## src/rtl/tdm_pkg.sv

```systemverilog
// Shared constants and state type for the 1-to-4 TDM demultiplexer.
package tdm_pkg;

  localparam int unsigned NUM_SLOTS = 4;
  localparam int unsigned SLOT_W    = 2;
  localparam int unsigned MISS_W    = 3;

  typedef enum logic {
    HUNT   = 1'b0,
    LOCKED = 1'b1
  } tdm_state_t;

endpackage

```

## src/rtl/tdm_slot_ctr.sv

```systemverilog
// Frame lock FSM for the TDM demultiplexer: slot counter, missing-sync
// flywheel counter and one-hot per-slot write strobes.
//   clk, rst       : clock, synchronous active-high reset
//   en, frame_sync : slot strobe and slot-0 marker
//   cnt            : slot the next EN sample is written to (registered)
//   locked         : high while in LOCKED (registered)
//   wr_stb_c       : one-hot write strobe for the current sample (comb)
//   sync_err_c     : current sample is a misaligned sync (comb)
module tdm_slot_ctr
  import tdm_pkg::*;
#(
  parameter int unsigned MISS_MAX = 2
) (
  input  logic                 clk,
  input  logic                 rst,
  input  logic                 en,
  input  logic                 frame_sync,
  output logic [SLOT_W-1:0]    cnt,
  output logic                 locked,
  output logic [NUM_SLOTS-1:0] wr_stb_c,
  output logic                 sync_err_c
);

  tdm_state_t        state, state_nxt;
  logic [SLOT_W-1:0] cnt_nxt;
  logic [MISS_W-1:0] miss, miss_nxt;

  // State register
  always_ff @(posedge clk) begin
    if (rst) begin
      state <= HUNT;
      cnt   <= '0;
      miss  <= '0;
    end else begin
      state <= state_nxt;
      cnt   <= cnt_nxt;
      miss  <= miss_nxt;
    end
  end

  // Next state and write strobes; EN=0 cycles leave everything untouched
  always_comb begin
    state_nxt  = state;
    cnt_nxt    = cnt;
    miss_nxt   = miss;
    wr_stb_c   = '0;
    sync_err_c = 1'b0;
    if (en) begin
      unique case (state)
        HUNT: begin
          if (frame_sync) begin
            wr_stb_c  = NUM_SLOTS'(1);
            cnt_nxt   = SLOT_W'(1);
            miss_nxt  = '0;
            state_nxt = LOCKED;
          end
        end
        LOCKED: begin
          if (frame_sync) begin
            // Sync always restarts the frame; off slot 0 it is an error
            sync_err_c = (cnt != '0);
            wr_stb_c   = NUM_SLOTS'(1);
            cnt_nxt    = SLOT_W'(1);
            miss_nxt   = '0;
          end else if (cnt == '0) begin
            // miss never exceeds MISS_MAX, so inequality means "below"
            if (miss != MISS_W'(MISS_MAX)) begin
              wr_stb_c = NUM_SLOTS'(1);
              cnt_nxt  = SLOT_W'(1);
              miss_nxt = miss + MISS_W'(1);
            end else begin
              state_nxt = HUNT;
              cnt_nxt   = '0;
              miss_nxt  = '0;
            end
          end else begin
            // Slot 3 wraps to 0; its strobe triggers frame publication
            wr_stb_c = NUM_SLOTS'(1) << cnt;
            cnt_nxt  = cnt + SLOT_W'(1);
          end
        end
        default: state_nxt = HUNT;
      endcase
    end
  end

  assign locked = (state == LOCKED);

endmodule

```

## src/rtl/tdm_demux_1_4.sv

```systemverilog
// Four-channel TDM demultiplexer: locks to FRAME_SYNC, collects slots 0..2
// in shadow registers and publishes all four channels on the slot-3 sample.
//   CLK, RST          : clock, synchronous active-high reset
//   EN                : slot strobe qualifying D_IN and FRAME_SYNC
//   D_IN, FRAME_SYNC  : slot data and slot-0 marker
//   OUT0..OUT3        : last complete frame
//   FRAME_VALID       : one-cycle pulse when OUT0..OUT3 update
//   LOCKED            : frame lock indicator
//   SYNC_ERR          : one-cycle pulse on a misaligned sync
//   CUR_SLOT          : slot the next EN sample is written to
module tdm_demux_1_4 #(
  parameter int unsigned WIDTH    = 1,
  parameter int unsigned MISS_MAX = 2
) (
  input  logic                      CLK,
  input  logic                      RST,
  input  logic                      EN,
  input  logic [WIDTH-1:0]          D_IN,
  input  logic                      FRAME_SYNC,
  output logic [WIDTH-1:0]          OUT0,
  output logic [WIDTH-1:0]          OUT1,
  output logic [WIDTH-1:0]          OUT2,
  output logic [WIDTH-1:0]          OUT3,
  output logic                      FRAME_VALID,
  output logic                      LOCKED,
  output logic                      SYNC_ERR,
  output logic [tdm_pkg::SLOT_W-1:0] CUR_SLOT
);

  import tdm_pkg::*;

  logic [NUM_SLOTS-1:0] wr_stb_c;
  logic                 sync_err_c;
  logic [WIDTH-1:0]     sh0, sh1, sh2;

  tdm_slot_ctr #(
    .MISS_MAX (MISS_MAX)
  ) u_slot_ctr (
    .clk        (CLK),
    .rst        (RST),
    .en         (EN),
    .frame_sync (FRAME_SYNC),
    .cnt        (CUR_SLOT),
    .locked     (LOCKED),
    .wr_stb_c   (wr_stb_c),
    .sync_err_c (sync_err_c)
  );

  // Shadow capture, frame publication and status pulses
  always_ff @(posedge CLK) begin
    if (RST) begin
      sh0         <= '0;
      sh1         <= '0;
      sh2         <= '0;
      OUT0        <= '0;
      OUT1        <= '0;
      OUT2        <= '0;
      OUT3        <= '0;
      FRAME_VALID <= 1'b0;
      SYNC_ERR    <= 1'b0;
    end else begin
      FRAME_VALID <= 1'b0;
      SYNC_ERR    <= sync_err_c;
      if (wr_stb_c[0]) sh0 <= D_IN;
      if (wr_stb_c[1]) sh1 <= D_IN;
      if (wr_stb_c[2]) sh2 <= D_IN;
      if (wr_stb_c[3]) begin
        OUT0        <= sh0;
        OUT1        <= sh1;
        OUT2        <= sh2;
        OUT3        <= D_IN;
        FRAME_VALID <= 1'b1;
      end
    end
  end

endmodule

```

## config.mk

```make
export PLATFORM = sky130hd
export DESIGN_NAME = tdm_demux_1_4
export DESIGN_NICKNAME = d
export VERILOG_FILES = /design/src/rtl/tdm_pkg.sv /design/src/rtl/tdm_slot_ctr.sv /design/src/rtl/tdm_demux_1_4.sv
export SDC_FILE = /design/constraint.sdc
export NUM_CORES = 1
export LEC_CHECK = 0
export BUFFER_PORTS_ARGS = -buffer_cell sky130_fd_sc_hd__buf_2
export CAP_MARGIN = 5
export CORE_MARGIN = 2
export CORE_UTILIZATION = 30
export DETAILED_ROUTE_END_ITERATION = 8
export MAX_ROUTING_LAYER = met4
export PLACE_DENSITY = 0.52
export SLEW_MARGIN = 40
export SYNTH_ARGS = -nofsm -noshare
export SYNTH_HDL_FRONTEND = slang
export SYNTH_SLANG_ARGS = --single-unit
export TNS_END_PERCENT = 100
```

## constraint.sdc

```tcl
create_clock -name CLK -period 1.8 [get_ports CLK]
set_clock_uncertainty 0.1 [all_clocks]
set_input_delay 0.27 -clock CLK [delete_from_list [all_inputs] [get_ports CLK]]
set_output_delay 0.27 -clock CLK [all_outputs]
set_load 0.05 [all_outputs]
```

==> impl_metrics.tcl <==
set metrics [dict create \
    run_status "complete, no violations" \
    drv_slew 0 \
    hold_buffers 0 \
    path_max_fanout 5 \
    synthTopCellsByCount "dfxtp_1, nand2_1, a21oi_1" \
    detailed_place_hpwl_um 1017 \
    grtUsageTotal 0.1238 \
    clkLatencyLatePin_ns 0.28 \
    cts.clk_slew.worst_paths_ns 0.10 \
    irDropWorstVdd_uv 354.7 \
    drcViolationCount 0 \
    initial_core_util 0.3176 \
    finalCritPeriodShare 0.9337 \
    first_pass_iters 4 \
    core_area_mm2 0.002233 \
    slowest_delay_ns 0.49 \
    ys_seq_area_frac 0.4233 \
    synth_area_um2 709.4 \
    crit_path_start_kind "flop" \
    min_from "D_IN" \
    htree_levels 1 \
    fin_cells 120 \
    synth_edf_count 0 \
    hold_path.class "in2reg" \
    cp_data_arrival_time_ns 1.77 \
    min_delay_path_depth 3 \
    fmax_ghz 0.5950 \
    rsz0062_at_grt "false" \
    final.setup.tns_ns 0 \
    slew_headroom 0.7902 \
    ys_dominant_reg_cell "dfxtp_1" \
    cp.required_ns 1.89 \
    final_antenna_net_count 0 \
    synth_area_leaders "dfxtp_1, ha_1, a21oi_1" \
    wirelength_um 1442 \
    p_per_area_mw_per_mm2 741.6 \
    die_area_mm2 0.002770 \
    post_dp_cell_area_um2 800.8 \
    via_count 617 \
    reg2reg_depth 5 \
    antenna_found_initial 0 \
    synth_cells 78 \
    fp.dieH_um 52.63 \
    min_period_ns 1.681 \
    clock_sinks 15 \
    ioPinCount 14 \
    worst_pin_slew_ns 0.3105 \
    diodes 0 \
    slowest_stage "or4_1" \
    synth_nets 87 \
    nets 102 \
    reg2reg_from "u_slot_ctr.cnt[0]$_SDFFE_PP0P_" \
    ys_async_sr_fraction 0 \
    synth_cell_type_count 29 \
    grt_overflow_total 0 \
    maxCapViolations 0 \
    synth.top_cell.area_share 0.4233 \
    crit_chain "inv_1 > ha_1 > a21oi_2 > or4_1 > a221oi_1" \
    crit_type "reg2reg" \
    cts_tree "yes" \
    numCtsBuffers 3 \
    cts_setup_buffers 0 \
    vias_per_cell 5.142 \
    setup_viol 0 \
    grt_pass1_vias 579 \
    grt_pass1_wl_um 2553 \
    hold_viol_final 0 \
    wl_per_cell_um 12.02 \
    port_buffers 13 \
    p_leak_nw 0.3316 \
    yosysTopAreaCell "dfxtp_1" \
    drive_above_1_share 0.2826 \
    cts_repair_resize_count 0 \
    yosysWarnings 0 \
    synth_seq_cells 15 \
    critPathCaptureType "flop" \
    drt_iter0_drc 24 \
    synth_most_common_cell "dfxtp_1" \
    die_w_um 52.63 \
    rows 17 \
    startpoint "u_slot_ctr.cnt[0]$_SDFFE_PP0P_" \
    grt_max_degree 17 \
    rrSetupSlack_ns 0.12 \
    stdcell_area_um2 828.3 \
    dp.cells 116 \
    cts-root-buf "clkbuf_4" \
    gp_congestion 0.7095 \
    syn_to_final_growth_pct 16.75 \
    clockBufferDepth 2 \
    avgSynthCellArea_um2 9.095 \
]
cell usage in the layout (no fill, tap or decap), drive strengths merged, types with 2 or more instances in the layout:
master   n
o21ai    3
nand2b   3
nand2    9
a311oi   2
dfxtp   15
nand4b   2
inv      3
a21bo    2
ha       4
nor2     2
clkbuf   3
nand3    6
nor4b    2
a21oi    9
buf     14
layout make-up:
cell class	instances	area [um^2]
well taps	28	35.03
clock buffers	3	22.52
inverters	3	11.26
repair buffers	14	72.57
multi-input cells	56	376.6
flip-flops and latches	15	305.3
fillers	230	1405
clock inverters	1	5.005
flip-flops by register name, summed over array words and instances, names as in the netlist:
name	flops
SYNC_ERR	1
sh2	1
OUT3	1
sh1	1
sh0	1
OUT2	1
OUT0	1
u_slot_ctr.locked	1
FRAME_VALID	1
u_slot_ctr.miss	3
OUT1	1
u_slot_ctr.cnt	2
per-stage QoR:
stage | power [mW] | hold slack, ns | worst slack (ns) | util
final | 0.6143 | 0.1731 | 0.1194 | 0.3709
after floorplan | 0.4028 | 0.2324 | 0.01872 | -
after CTS | 0.6188 | 0.1694 | 0.1154 | 0.3709
after global placement | 0.4241 | 0.3416 | 0.1982 | 0.3585
after detailed placement | 0.4236 | 0.3476 | 0.1408 | 0.3585
after global routing | 0.6415 | 0.1793 | 0.05722 | 0.3709
worst paths after layout:
path                                                        end
worst max-delay path            u_slot_ctr.miss[2]$_SDFFE_PP0P_
worst min-delay path                           sh1$_SDFFE_PP0P_
worst max register to register  u_slot_ctr.miss[2]$_SDFFE_PP0P_
worst min register to register                OUT0$_SDFFE_PP0P_
where the power goes:
| part | internal [mW] | switching (mW) | total, mW |
|---|---|---|---|
| clock network | 0.0823 | 0.116 | 0.198 |
| registers | 0.338 | 0.00776 | 0.345 |
| logic | 0.0244 | 0.0464 | 0.0707 |
| total | 0.444 | 0.170 | 0.614 |
layer usage:
layer / global-route usage / wire, um / vias to the layer above
li1: - / - / 313
met1: 0.1701 / 707 / 291
met2: 0.1875 / 680 / 11
met3: 0.01714 / 39 / 2
met4: 0.03846 / 14 / 0
met5: - / 0 / -
logic make-up (layout without fill, tap and decap cells):
group           count (synthesis)  in the layout  synth area share
simple gates                   29             29            0.2346
compound gates                 22             22            0.2117
flops                          15             15            0.4233
buf+inv                         7             21           0.04585
fa+ha+maj                       4              4           0.07055
mux                             1              1           0.01411
critical path: cells and delay by family, from the launching register on:
kind            cells  cell delay (ns)
simple gates        1             0.49
flops               1             0.37
compound gates      2             0.35
fa+ha+maj           1             0.19
buf+inv             1             0.09
Note: power is estimated with default switching activity, not from simulation.
